## src/rtl/fetch_pkg.sv

```systemverilog
// Shared types for the instruction fetch slice: FSM state encoding and the
// {pc, instr} record carried through the fetch buffer.
package fetch_pkg;

    localparam int INSTR_BYTES   = 4;
    localparam int FETCH_ADDR_W  = 7;
    localparam int FETCH_INSTR_W = 32;

    typedef enum logic [1:0] {
        IDLE  = 2'd0,
        RUN   = 2'd1,
        HALT  = 2'd2,
        FAULT = 2'd3
    } fetch_state_e;

    typedef struct packed {
        logic [FETCH_ADDR_W-1:0]  pc;
        logic [FETCH_INSTR_W-1:0] instr;
    } fetch_entry_t;

endpackage

```

## src/rtl/fetch_buf.sv

```systemverilog
// BUF_DEPTH-deep FIFO of fetched {pc, instr} entries. Flush wins over push;
// head reads as zero while the buffer is empty.
module fetch_buf
    import fetch_pkg::*;
#(
    parameter int BUF_DEPTH = 2
) (
    input  logic         clk,
    input  logic         rst,
    input  logic         push,
    input  logic         pop,
    input  logic         flush,
    input  fetch_entry_t din,
    output logic         full,
    output logic         empty,
    output fetch_entry_t head
);

    localparam int PTR_W = $clog2(BUF_DEPTH);

    // Pointers carry one wrap bit so full and empty are distinguishable.
    logic [PTR_W:0] wr_ptr;
    logic [PTR_W:0] rd_ptr;
    fetch_entry_t   mem [BUF_DEPTH];
    logic           do_push;
    logic           do_pop;

    assign empty   = (wr_ptr == rd_ptr);
    assign full    = (wr_ptr[PTR_W] != rd_ptr[PTR_W]) &&
                     (wr_ptr[PTR_W-1:0] == rd_ptr[PTR_W-1:0]);
    assign do_push = push && (!full || pop);
    assign do_pop  = pop && !empty;
    assign head    = empty ? '0 : mem[rd_ptr[PTR_W-1:0]];

    always_ff @(posedge clk) begin
        if (rst || flush) begin
            wr_ptr <= '0;
            rd_ptr <= '0;
        end else begin
            if (do_push) wr_ptr <= wr_ptr + 1'b1;
            if (do_pop)  rd_ptr <= rd_ptr + 1'b1;
        end
    end

    always_ff @(posedge clk) begin
        if (!rst && !flush && do_push) mem[wr_ptr[PTR_W-1:0]] <= din;
    end

endmodule

```

## src/rtl/instr_fetch_ctrl.sv

```systemverilog
// Instruction fetch controller: PC sequencing, branch redirect, end-of-memory halt.
// Define IFETCH_ALIGN_CHECK_EN to trap misaligned redirects in a sticky FAULT state.
module instr_fetch_ctrl
    import fetch_pkg::*;
#(
    parameter int MEM_SIZE  = 128,
    parameter int ADDR_W    = $clog2(MEM_SIZE),
    parameter int INSTR_W   = 32,
    parameter int RESET_PC  = 0,
    parameter int BUF_DEPTH = 2
) (
    input  logic               clk,
    input  logic               rst,
    input  logic               start,
    output logic [ADDR_W-1:0]  imem_addr,
    input  logic [INSTR_W-1:0] imem_data,
    input  logic               redirect_valid,
    input  logic [ADDR_W-1:0]  redirect_pc,
    output logic               instr_valid,
    input  logic               instr_ready,
    output logic [INSTR_W-1:0] instr,
    output logic [ADDR_W-1:0]  instr_pc,
    output logic               end_of_mem,
    output logic               fault,
    output logic [1:0]         state_dbg
);

    // The PC keeps one bit above the address width so the step past the last
    // word lands on MEM_SIZE (seen as > MEM_SIZE-4) instead of wrapping to 0.
    localparam logic [ADDR_W:0] LAST_PC = (ADDR_W+1)'(MEM_SIZE - INSTR_BYTES);
    localparam logic [ADDR_W:0] STEP    = (ADDR_W+1)'(INSTR_BYTES);

    fetch_state_e    state;
    logic [ADDR_W:0] pc;
    logic [ADDR_W:0] redir_tgt;
    logic            redir_act;
    logic            align_bad;
    logic            halt_cond;
    logic            pop;
    logic            push;
    logic            buf_full;
    logic            buf_empty;
    fetch_entry_t    push_entry;
    fetch_entry_t    head;

`ifdef IFETCH_ALIGN_CHECK_EN
    assign align_bad = (redirect_pc[1:0] != 2'b00);
`else
    logic unused_align;
    assign unused_align = ^redirect_pc[1:0];
    assign align_bad    = 1'b0;
`endif

    assign redir_tgt = {1'b0, redirect_pc[ADDR_W-1:2], 2'b00};
    assign redir_act = redirect_valid && (state != FAULT);
    assign halt_cond = (pc > LAST_PC);
    assign pop       = instr_valid && instr_ready;
    assign push      = (state == RUN) && !redir_act && !halt_cond && (!buf_full || pop);

    assign push_entry.pc    = pc[ADDR_W-1:0];
    assign push_entry.instr = imem_data;

    fetch_buf #(
        .BUF_DEPTH(BUF_DEPTH)
    ) u_buf (
        .clk  (clk),
        .rst  (rst),
        .push (push),
        .pop  (pop),
        .flush(redir_act),
        .din  (push_entry),
        .full (buf_full),
        .empty(buf_empty),
        .head (head)
    );

    always_ff @(posedge clk) begin
        if (rst) begin
            state <= IDLE;
            pc    <= (ADDR_W+1)'(RESET_PC);
        end else if (redir_act) begin
            if (align_bad) begin
                state <= FAULT;
            end else begin
                pc <= redir_tgt;
                // A redirect in IDLE only retargets the PC unless start arrives with it.
                if (state != IDLE || start) state <= RUN;
            end
        end else begin
            case (state)
                IDLE: if (start) state <= RUN;
                RUN: begin
                    if (halt_cond) state <= HALT;
                    else if (push) pc <= pc + STEP;
                end
                default: ;
            endcase
        end
    end

    assign imem_addr   = pc[ADDR_W-1:0];
    assign instr_valid = !buf_empty;
    assign instr       = head.instr;
    assign instr_pc    = head.pc;
    assign end_of_mem  = (state == HALT);
    assign fault       = (state == FAULT);
    assign state_dbg   = state;

endmodule

```

## config.mk

```make
export PLATFORM = sky130hd
export DESIGN_NAME = instr_fetch_ctrl
export DESIGN_NICKNAME = d
export VERILOG_FILES = /design/src/rtl/fetch_pkg.sv /design/src/rtl/fetch_buf.sv /design/src/rtl/instr_fetch_ctrl.sv
export SDC_FILE = /design/constraint.sdc
export NUM_CORES = 1
export LEC_CHECK = 0
export ABC_AREA = 1
export CAP_MARGIN = 10
export CORE_MARGIN = 4
export CORE_UTILIZATION = 44
export DETAILED_ROUTE_END_ITERATION = 8
export GPL_TIMING_DRIVEN = 0
export HOLD_SLACK_MARGIN = 0.02
export PLACE_DENSITY = 0.78
export RECOVER_POWER = 100
export REMOVE_ABC_BUFFERS = 1
export SKIP_LAST_GASP = 1
export SLEW_MARGIN = 40
export SYNTH_ARGS = -nofsm -noshare
export SYNTH_HDL_FRONTEND = slang
export SYNTH_SLANG_ARGS = --single-unit
```

## constraint.sdc

```tcl
create_clock -name clk -period 3.9 [get_ports clk]
set_clock_uncertainty 0.05 [all_clocks]
set_input_delay 0.39 -clock clk [delete_from_list [all_inputs] [get_ports clk]]
set_output_delay 0.39 -clock clk [all_outputs]
set_load 0.02 [all_outputs]
```

# --- Word-level counts from Yosys, hierarchy flattened ---
# Memories as Yosys holds them, arrays and structs flattened. A register that Yosys moved wholly into a read port is not among the register bits.
# Index checks and enable logic that the tools add are counted.
totals:
  reg_bits: 14
  mem_bits_rw: 78
  inputBits: 44
  output_inout_bits: 51
  wordCells: 63
  n_memories: 1
classes:
  add_sub_neg: 3
  magnitude_cmp: 1
  n_eq_ne: 11
  mux: 14
  bitwise_logic: 1
  n_reduce_logical: 27
mem_list:
  columns: ["name", "words", "width", "rd", "rd_ports_with_merged_regs", "wr", "line", "text"]
  rows:
  - ["u_buf.mem", 2, 39, 1, 1, 1, "fetch_buf.sv:24", "fetch_entry_t mem [BUF_DEPTH];"]
op_table:
  columns: ["operator", "count"]
  rows:
  - ["$mux 39", 1]
  - ["$mux 7", 4]
  - ["$logic_and 1x1->1", 10]
  - ["$add 8x3->8 const B", 1]
  - ["$gt 8x7->1 const B", 1]
  - ["$mux 2", 4]
  - ["$ne 3x2->1 const B", 2]
  - ["$reduce_and 3->1", 2]
  - ["$reduce_bool 2->1", 3]
  - ["$logic_not 1->1", 5]
  - ["$add 2x1->2 const B", 2]
  - ["$eq 2x2->1 const B", 2]
  - ["$mux 1", 4]
  - ["$ne 2x2->1 const B", 2]
  - ["$pmux 2 s2", 1]
  - ["$reduce_and 4->1", 1]
  - ["$logic_or 1x1->1", 3]
  - ["$reduce_bool 3->1", 1]
  - ["$eq 2x1->1 const B", 1]
  - ["$eq 2x2->1", 1]
  - ["$logic_not 2->1", 1]
  - ["$ne 2x1->1 const B", 1]
  - ["$reduce_or 2->1", 1]
  - ["$eq 1x1->1", 1]
  - ["other kinds (2)", 2]

# --- Logic depth before layout (Yosys ltp) ---
# Gate-level depths: netlist (run 1).
logic_depth:
  ltp_word: 10
  ltp_mapped: 9
  mapped_depth_nobuf: 8

# --- Cells and area by module ---
# Synthesis (run 1) repeated with hierarchy kept, for this count alone.
hier_totals:
  cells_unflattened: 341
  hier_area_um2: 3946.3
by_module_without_submodules:
  columns: ["module", "instances", "cells_each", "area_each_um2", "seq_area_each_um2"]
  rows:
  - ["fetch_buf", 1, 254, 3364.5, 2442.3]
  - ["instr_fetch_ctrl", 1, 87, 581.8, 160.2]

# --- Worst setup path after synthesis (run 1) ---
# OpenSTA, ideal clock, no wires.
synth_timing:
  path_type: "reg2reg"
  startpoint: "register state[0] (netlist: state_dbg[0])"
  endpoint: "memory u_buf.mem[0][0] in the netlist's numbering, enable pin"
  setup_ns: 0.477
  t_arrival_ns: 3.601
  required_ns: 3.373
  path_slack_ns: -0.228
  stages_incl_launch_ff: 6
  path_buffers: 1
  synth_period_minus_slack_ns: 4.128
  path_cell_list: "dfxtp_1 -> nand2_1 -> nand2_2 -> buf_4 -> nand2_2 -> nor3_1"
synth_via:
  elab_chain_len: 10
  word_cells_on_any_way: 12
  classes_between: "2 x eq/ne; 2 x mux; 8 x reduce/logical"
synth_lines:
  columns: ["element", "line", "text"]
  rows:
  - ["start, declared", "instr_fetch_ctrl.sv:33", "fetch_state_e state;"]
  - ["start signal, assigned", "instr_fetch_ctrl.sv:79", "state <= IDLE;"]
  - ["start signal, assigned", "instr_fetch_ctrl.sv:83", "state <= FAULT;"]
  - ["start signal, assigned", "instr_fetch_ctrl.sv:87", "if (state != IDLE || start) state <= RUN;"]
  - ["$ne 2x2->1", "instr_fetch_ctrl.sv:55", "assign redir_act = redirect_valid && (state != FAULT);"]
  - ["$logic_and 1x1->1", "instr_fetch_ctrl.sv:55", null]
  - ["$logic_not 1->1", "fetch_buf.sv:46, instr_fetch_ctrl.sv:58", null]
  - ["$logic_and 1x1->1 (3 in a row)", "instr_fetch_ctrl.sv:58", "assign push = (state == RUN) && !redir_act && !halt_cond && (!buf_full || pop);"]
  - ["$logic_and 1x1->1", "fetch_buf.sv:31", "assign do_push = push && (!full || pop);"]
  - ["$logic_and 1x1->1 (*)", "fetch_buf.sv:46", "if (!rst && !flush && do_push) mem[wr_ptr[PTR_W-1:0]] <= din;"]
  - ["$mux 1 (*)", "fetch_buf.sv:46", null]
  - ["$mux 1 (implied by the code) (*)", "fetch_buf.sv:46", null]
  - ["end, declared", "fetch_buf.sv:24", null]
# Every way passes the cells marked *; elsewhere a longest branch is shown, timed or not.

# --- Worst setup path after layout (run 1) ---
layout_timing:
  startpoint: "input port redirect_valid"
  endpoint: "memory u_buf.mem[0][25] in the netlist's numbering, enable pin"
layout_via:
  elab_chain_len: 9
  word_cells_on_any_way: 10
  classes_between: "2 x mux; 8 x reduce/logical"
layout_lines:
  columns: ["element", "line", "text"]
  rows:
  - ["start, declared", "instr_fetch_ctrl.sv:17", "input logic redirect_valid,"]
  - ["$logic_and 1x1->1 (*)", "instr_fetch_ctrl.sv:55", null]
  - ["$logic_not 1->1 (*)", "fetch_buf.sv:46, instr_fetch_ctrl.sv:58", null]
  - ["$logic_and 1x1->1 (3 in a row)", "instr_fetch_ctrl.sv:58", null]
  - ["$logic_and 1x1->1", "fetch_buf.sv:31", null]
  - ["$logic_and 1x1->1 (*)", "fetch_buf.sv:46", null]
  - ["$mux 1 (*)", "fetch_buf.sv:46", null]
  - ["$mux 1 (implied by the code) (*)", "fetch_buf.sv:46", null]
# Marks and branches as above.

==> results of run 1 <==
-- metal layers --
metal / global-route usage [%] / vias up / wire length (µm)
li1: - / 1273 / -
met1: 20.39 / 1206 / 3204
met2: 26.26 / 95 / 3639
met3: 4.883 / 7 / 507
met4: 4.412 / 0 / 59
met5: 0 / - / 0
-- power groups by stage --
| stage | Sequential [mW] | Combinational [mW] | Clock (mW) |
|---|---|---|---|
| after floorplan | 1.06 | 0.0644 | 0 |
| after global placement | 1.06 | 0.157 | 0 |
| after detailed placement | 1.06 | 0.164 | 0 |
| after CTS | 1.04 | 0.165 | 0.640 |
| after global routing | 1.04 | 0.163 | 0.687 |
| final | 1.03 | 0.148 | 0.626 |
-- cell families after synthesis --
kind of cell / Yosys count
flops: 87
buf+inv: 40
compound gates: 52
xor+xnor: 3
fa+ha+maj: 1
simple gates: 138
other cells: 1
-- critical path, stage by stage --
cell and delay [ns]:
dlygate4sd3_1 0.57, inv_1 0.08, nand3_1 0.10, nor2_1 0.40, nand2_1 0.37, nor3_1 0.38
buf_4 0.25, clkbuf_1 0.31, buf_4 0.23, buf_4 0.17
-- cell usage after synthesis --
library cell,number,area (µm²)
clkbuf_1,6,22.52
nand3b_1,2,15.01
xor2_1,3,26.28
o21bai_1,2,15.01
nand3_4,1,17.52
buf_2,1,5.000
conb_1,1,3.750
ha_1,1,12.51
inv_2,3,11.26
nor3_1,2,10.01
nand2_1,100,375.4
nand3_2,2,20.02
a21oi_2,1,8.760
dfxtp_1,13,260.3
buf_6,4,45.04
nor2_4,1,11.26
edfxtp_1,74,2222
nand4_1,3,18.77
o21ai_0,4,20.02
nand3_1,9,45.04
a21oi_1,45,225.2
nor2_1,12,45.04
inv_1,16,60.06
nand2_2,5,31.28
buf_4,10,75.07
nand3b_2,1,11.26
-- sequential cells by signal, indices dropped and copies added (netlist names), named ones only --
name and count:
pc 6, u_buf.mem 74, state_dbg 2, u_buf.wr_ptr 2, u_buf.rd_ptr 2
-- stage by stage --
step / instances / utilization (%) / hold WS (ns)
finish: 522 / 60.43 / 0.4343
global route: 522 / 60.43 / 0.4717
CTS: 522 / 61.05 / 0.4594
detailed placement: 506 / 58.47 / 0.4455
global placement: 494 / 57.16 / 0.4369
floorplan: 304 / - / 0.4091
-- worst paths after layout --
check,from,to,cells after the start
worst min-delay path,pc[7]$_SDFFE_PP0P_,pc[7]$_SDFFE_PP0P_,2
worst max-delay path,redirect_valid,u_buf.mem[0][25]$_DFFE_PP_,10
worst min register to register,pc[7]$_SDFFE_PP0P_,pc[7]$_SDFFE_PP0P_,2
worst max register to register,state_dbg[0]$_SDFFE_PP0P_,u_buf.mem[0][25]$_DFFE_PP_,8
-- area by class of cell --
cell class	instances	area, µm²
Inverter	19	71.32
Multi-Input combinational cell	198	903.4
Tap cell	102	127.6
Fill cell	626	3105
Clock inverter	7	78.83
Sequential cell	87	2484
Clock buffer	9	123.9
Timing Repair Buffer	100	953.4
==> metrics.csv, run 1 <==
stage,metric,value,unit
status,outcome,"complete, no violations",
cts,clk root buf,clkbuf_8,
cells_and_area,most frequent cells in the layout,"nand2_1 (103), dlygate4sd3_1 (78), edfxtp_1 (74)",
synth,"Seq/Total Area, Yosys",68.70,%
placement,routability cong.,0.7968,
floorplanning,row count,32,
setup_path,Worst R2R Setup Slack,0.90,ns
detailed_routing,ANT nets after route,0,
grt,first-pass GRT wire length,12.26,mm
detailed_routing,DR pass1 iterations,4,
detailed_routing,vias,2581,
cts,post-CTS setup buffers,0,
grt,initial antenna violation count,0,
setup_path,critical path type,in2reg,
setup_path,CP Launch Type,primary input,
floorplanning,initial core utilization,46.05,%
pwr,part of the power in registers,57.2,%
pwr,VDD IR max,0.1789,mV
placement,# port buffers,88,
pwr,Comb pwr share,8.2,%
cts,Clock Sinks,87,
detailed_routing,WL per Instance,14.20,µm
sta,Worst-Margin Slew,0.7639,ns
sta,Final Hold Fails,0,
pwr,Sw Pwr,0.4167,mW
grt,largest net degree at the start of global routing,39,
floorplanning,Ports,95,
sta,setup slack after layout,0.6813,ns
pwr,Net Sw Frac,23.03,%
setup_path,Worst EP required,3.92,ns
synth,mux cell area share after synthesis,0,%
floorplanning,Die Footprint,9726,µm²
cells_and_area,share of layout cells above drive strength 1,7.857,%
sta,setup violators final,0,
pwr,Clk pwr share,34.6,%
setup_path,Worst setup EP type,flop,
pwr,Total Power,1.809,mW
pwr,Leak Pwr,1.870,nW
floorplanning,core area,7848,µm²
cells_and_area,area delta synth->final,31.23,%
sta,period utilization,82.53,%
synth,Simple-Gate Fraction of Synth Area,16.62,%
cts,PostCTS Resize Cnt,0,
detailed_routing,via/cell ratio,4.944,
synth,post-synthesis cell type count,26,
cts,CTS tree,yes,
synth,mapped cell area,3613,µm²
cts,Skew-Pair Late Insertion Delay,0.35,ns
detailed_routing,drt drc,0,
detailed_routing,DRT iter0 DRCs,121,
sta,TNS Setup,0,ns
synth,#FFs+latches synth,87,
placement,pre-CTS setup slack,1.104,ns
cts,clock-pin slew on the worst setup and hold paths,0.09,ns
detailed_routing,WL final,7.411,mm
synth,Cells after Synth,322,
synth,xor/xnor cell area share of the yosys netlist,0.7271,%
sta,minimum clock period,3.219,ns
synth,Post-Synth Adder-Cell Area,0.3463,%
sta,max-slew violations,0,
sta,fmax,0.3107,GHz
grt,number of global-route vias before repair,2516,
synth,largest family of logic cells by synthesized area,simple AND/OR/NAND/NOR gates,
synth,syn_area_per_cell,11.22,µm²
setup_path,CP max FO,11,
floorplanning,DIE WIDTH,98.62,µm
cts,total CTS buffers,9,
placement,placed inst area,4588,µm²
cts,H-tree level count,3,
cells_and_area,Total Nets Final,460,
sta,slew margin rel.,49.07,%
grt,grt ovf,0,
cts,"Hold-fix buffers, CTS",0,
pwr,P_int,1.392,mW
grt,Global Route Usage Sum,15.90,%
synth,Compound-Gate Fraction of Synth Area,7.445,%
cells_and_area,area of all placed cells without fillers,4742,µm²
sta,RSZ-0062 raised after global routing,no,
cells_and_area,"most common cell after layout, fill and taps aside",nand2_1,
synth,warnings from Yosys,0,
pwr,Power Density,381.5,nW/µm²
placement,dpl hpwl,5.108,mm
flow_run,number of max-cap violations,0,
floorplanning,Die Y,98.62,µm
setup_path,critical path data arrival time,3.24,ns
worst_hold_path,min-delay worst type,reg2reg,
cts,Max Buffers Root-to-Sink,2,
cells_and_area,n_diodes,0,
(Power assumes the default switching activity.)
==> run 2: changes to the inputs <==
--- a/config.mk
+++ b/config.mk
@@ -8,11 +8,11 @@
 export ABC_AREA = 1
 export CAP_MARGIN = 10
 export CORE_MARGIN = 4
-export CORE_UTILIZATION = 44
+export CORE_UTILIZATION = 48
 export DETAILED_ROUTE_END_ITERATION = 8
 export GPL_TIMING_DRIVEN = 0
 export HOLD_SLACK_MARGIN = 0.02
-export PLACE_DENSITY = 0.78
+export PLACE_DENSITY = 0.81
 export RECOVER_POWER = 100
 export REMOVE_ABC_BUFFERS = 1
 export SKIP_LAST_GASP = 1
==> constraint.sdc (replaced) <==
create_clock -name clk -period 3 [get_ports clk]
set_clock_uncertainty 0.05 [all_clocks]
set_input_delay 0.3 -clock clk [delete_from_list [all_inputs] [get_ports clk]]
set_output_delay 0.3 -clock clk [all_outputs]
set_load 0.02 [all_outputs]
==> run 2 against run 1 <==
Power up 30%. Non-clock buffer count down 2. Sequential power up 31%. First-iteration DRC count down 30%. Via count down 0.54%. Clock-buffer cell count up 1. Worst hold slack better by 0.016 ns. Flip-flop and latch count unchanged. Critical endpoint is now instr[5].
==> metrics.csv, run 2 (same netlist as run 1, synthesis figures left out) <==
stage,metric,value,unit
status,outcome,"complete, no violations",
cells_and_area,Total Nets Final,458,
sta,Worst-Margin Slew,0.6903,ns
pwr,Power Density,493.3,nW/µm²
cells_and_area,final cell count without fillers,518,
grt,met3 Use GR,6.375,%
grt,Most Crowded Layer GR,met2,
cts,Skew-Pair Late Insertion Delay,0.35,ns
flow_run,number of max-cap violations,0,
detailed_routing,DR pass1 iterations,4,
setup_path,Crit path top cell by count,nand2_1,
detailed_routing,drt drc,0,
cts,Clock Sinks,87,
worst_hold_path,Hold Crit Start,state_dbg[1]$_SDFFE_PP0P_,
setup_path,R2R cell count,7,
cells_and_area,"most common cell after layout, fill and taps aside",nand2_1,
grt,Global Route Usage Sum,17.19,%
detailed_routing,DRT iter0 DRCs,85,
detailed_routing,via/cell ratio,4.956,
setup_path,Crit Reg-Reg Startpoint,state_dbg[0]$_SDFFE_PP0P_,
cells_and_area,share of layout cells above drive strength 1,9.330,%
cts,H-tree level count,3,
setup_path,worst r2r dst,u_buf.mem[1][2]$_DFFE_PP_,
detailed_routing,WL final,7.452,mm
floorplanning,Die Footprint,8980,µm²
grt,met2 usage,30.53,%
cells_and_area,Fill cells,557,
detailed_routing,vias,2567,
sta,RSZ-0062 raised after global routing,no,
sta,Final Hold Fails,0,
cts,clock-pin slew on the worst setup and hold paths,0.08,ns
worst_hold_path,min-delay worst type,reg2reg,
cts,Max Buffers Root-to-Sink,2,
cts,"Hold-fix buffers, CTS",0,
sta,slew margin rel.,53.92,%
worst_hold_path,WHS Endpoint,state_dbg[1]$_SDFFE_PP0P_,
setup_path,critical path data arrival time,2.43,ns
grt,initial antenna violation count,1,
cts,CTS tree,yes,
sta,period utilization,92.75,%
grt,GR Util met1,18.68,%
placement,dpl hpwl,5.084,mm
setup_path,Worst R2R Setup Slack,0.35,ns
cts,total CTS buffers,9,
grt,number of global-route vias before repair,2544,
cts,clk root buf,clkbuf_8,
setup_path,Worst EP required,2.65,ns
floorplanning,Ports,95,
floorplanning,Die Y,94.77,µm
cells_and_area,area delta synth->final,31.58,%
setup_path,Worst setup EP type,output pin,
detailed_routing,ANT nets after route,0,
placement,cell total after placement,501,
cells_and_area,max FFs per register,74,
placement,routability cong.,0.7971,
pwr,VDD IR max,0.2215,mV
cells_and_area,area of the multi-input gates,930.9,µm²
setup_path,CP Launch Type,flop,
sta,minimum clock period,2.782,ns
setup_path,cell at the slowest stage of the critical path,dlygate4sd3_1,
setup_path,largest incremental delay on the critical path,0.68,ns
floorplanning,core area,7292,µm²
floorplanning,row count,31,
sta,fmax,0.3594,GHz
setup_path,CP max FO,37,
grt,first-pass GRT wire length,11.76,mm
detailed_routing,WL per Instance,14.39,µm
pwr,Leak Pwr,1.769,nW
floorplanning,initial core utilization,49.55,%
cells_and_area,most frequent cells in the layout,"nand2_1 (101), edfxtp_1 (74), dlygate4sd3_1 (46)",
sta,max-slew violations,0,
cells_and_area,area of all placed cells without fillers,4755,µm²
grt,grt ovf,0,
worst_hold_path,hold path cells,2,
sta,setup violators final,0,
grt,largest net degree at the start of global routing,39,
placement,# port buffers,88,
setup_path,CP cell instances,nand2_1 -> nand2_1 -> nand3_2 -> inv_2 -> a21oi_1 -> dlygate4sd3_1,
setup_path,critical path type,reg2out,
cells_and_area,FF+latch area,2486,µm²
floorplanning,DIE WIDTH,94.77,µm
placement,placed inst area,4561,µm²
run 2: stage by stage:
step                setup slack (ns)  setup TNS, ns  util, %  hold slack (ns)  power (mW)
floorplan                     -1.103         -81.65        -           0.3191       1.463
global placement              -2.831        -213.83    61.46           0.4338       1.576
detailed placement          -0.05064        -0.6418    62.54           0.4399       1.585
CTS                          0.07185              0    65.24           0.4539       2.378
global route                 0.05543              0    65.20           0.4719       2.440
finish                        0.2175              0    65.20           0.4500       2.345
run 2: repair_timing:
item,CTS,global route
setup endpoints to repair,0,15
gates resized for setup,0,1
buffers inserted,0,0
run 2: critical path: cells and delay by family, from the launching register on:
kind,cells,cell delay (ns)
AOI/OAI and AO/OA,1,0.07
DFF,1,0.44
and+or+nand+nor,3,0.34
buffers and inverters,2,1.20
run 2: metal layers:
metal / vias up / share of wire [%]
li1: 1271 / -
met1: 1203 / 41
met2: 80 / 51
met3: 13 / 7.2
met4: 0 / 1.4
met5: - / 0
run 2: layout make-up:
| cell class | count | area share [%] |
|---|---|---|
| Clock inverter | 6 | 1.447 |
| Timing Repair Buffer | 98 | 19.84 |
| Multi-Input combinational cell | 198 | 19.58 |
| Sequential cell | 87 | 52.29 |
| Clock buffer | 10 | 2.684 |
| Antenna cell | 1 | 0.05263 |
| Tap cell | 99 | 2.605 |
| Inverter | 19 | 1.500 |
run 2: how the worst max path moves through the flow:
stage | depth (start not counted) | slack [ns] | to | from
3_5_place_dp | 9 | -0.05 | u_buf.mem[0][26]$_DFFE_PP_ | redirect_valid
2_1_floorplan | 4 | -1.10 | u_buf.mem[0][0]$_DFFE_PP_ | state_dbg[0]$_SDFFE_PP0P_
5_1_grt | 6 | 0.06 | instr[17] | u_buf.wr_ptr[0]$_SDFFE_PP0P_
4_1_cts | 4 | 0.07 | instr[19] | flop
6_report | 6 | 0.22 | instr[5] | u_buf.wr_ptr[0]$_SDFFE_PP0P_
3_3_place_gp | 6 | -2.83 | u_buf.mem[1][26]$_DFFE_PP_ | redirect_valid
run 2: power breakdown:
part           internal [mW]  switching, mW  leakage (nW)  total (mW)
combinational         0.0932          0.105         0.895       0.199
sequential              1.33         0.0175         0.776        1.35
clock                  0.391          0.411        0.0973       0.801
total                   1.81          0.534          1.77        2.35
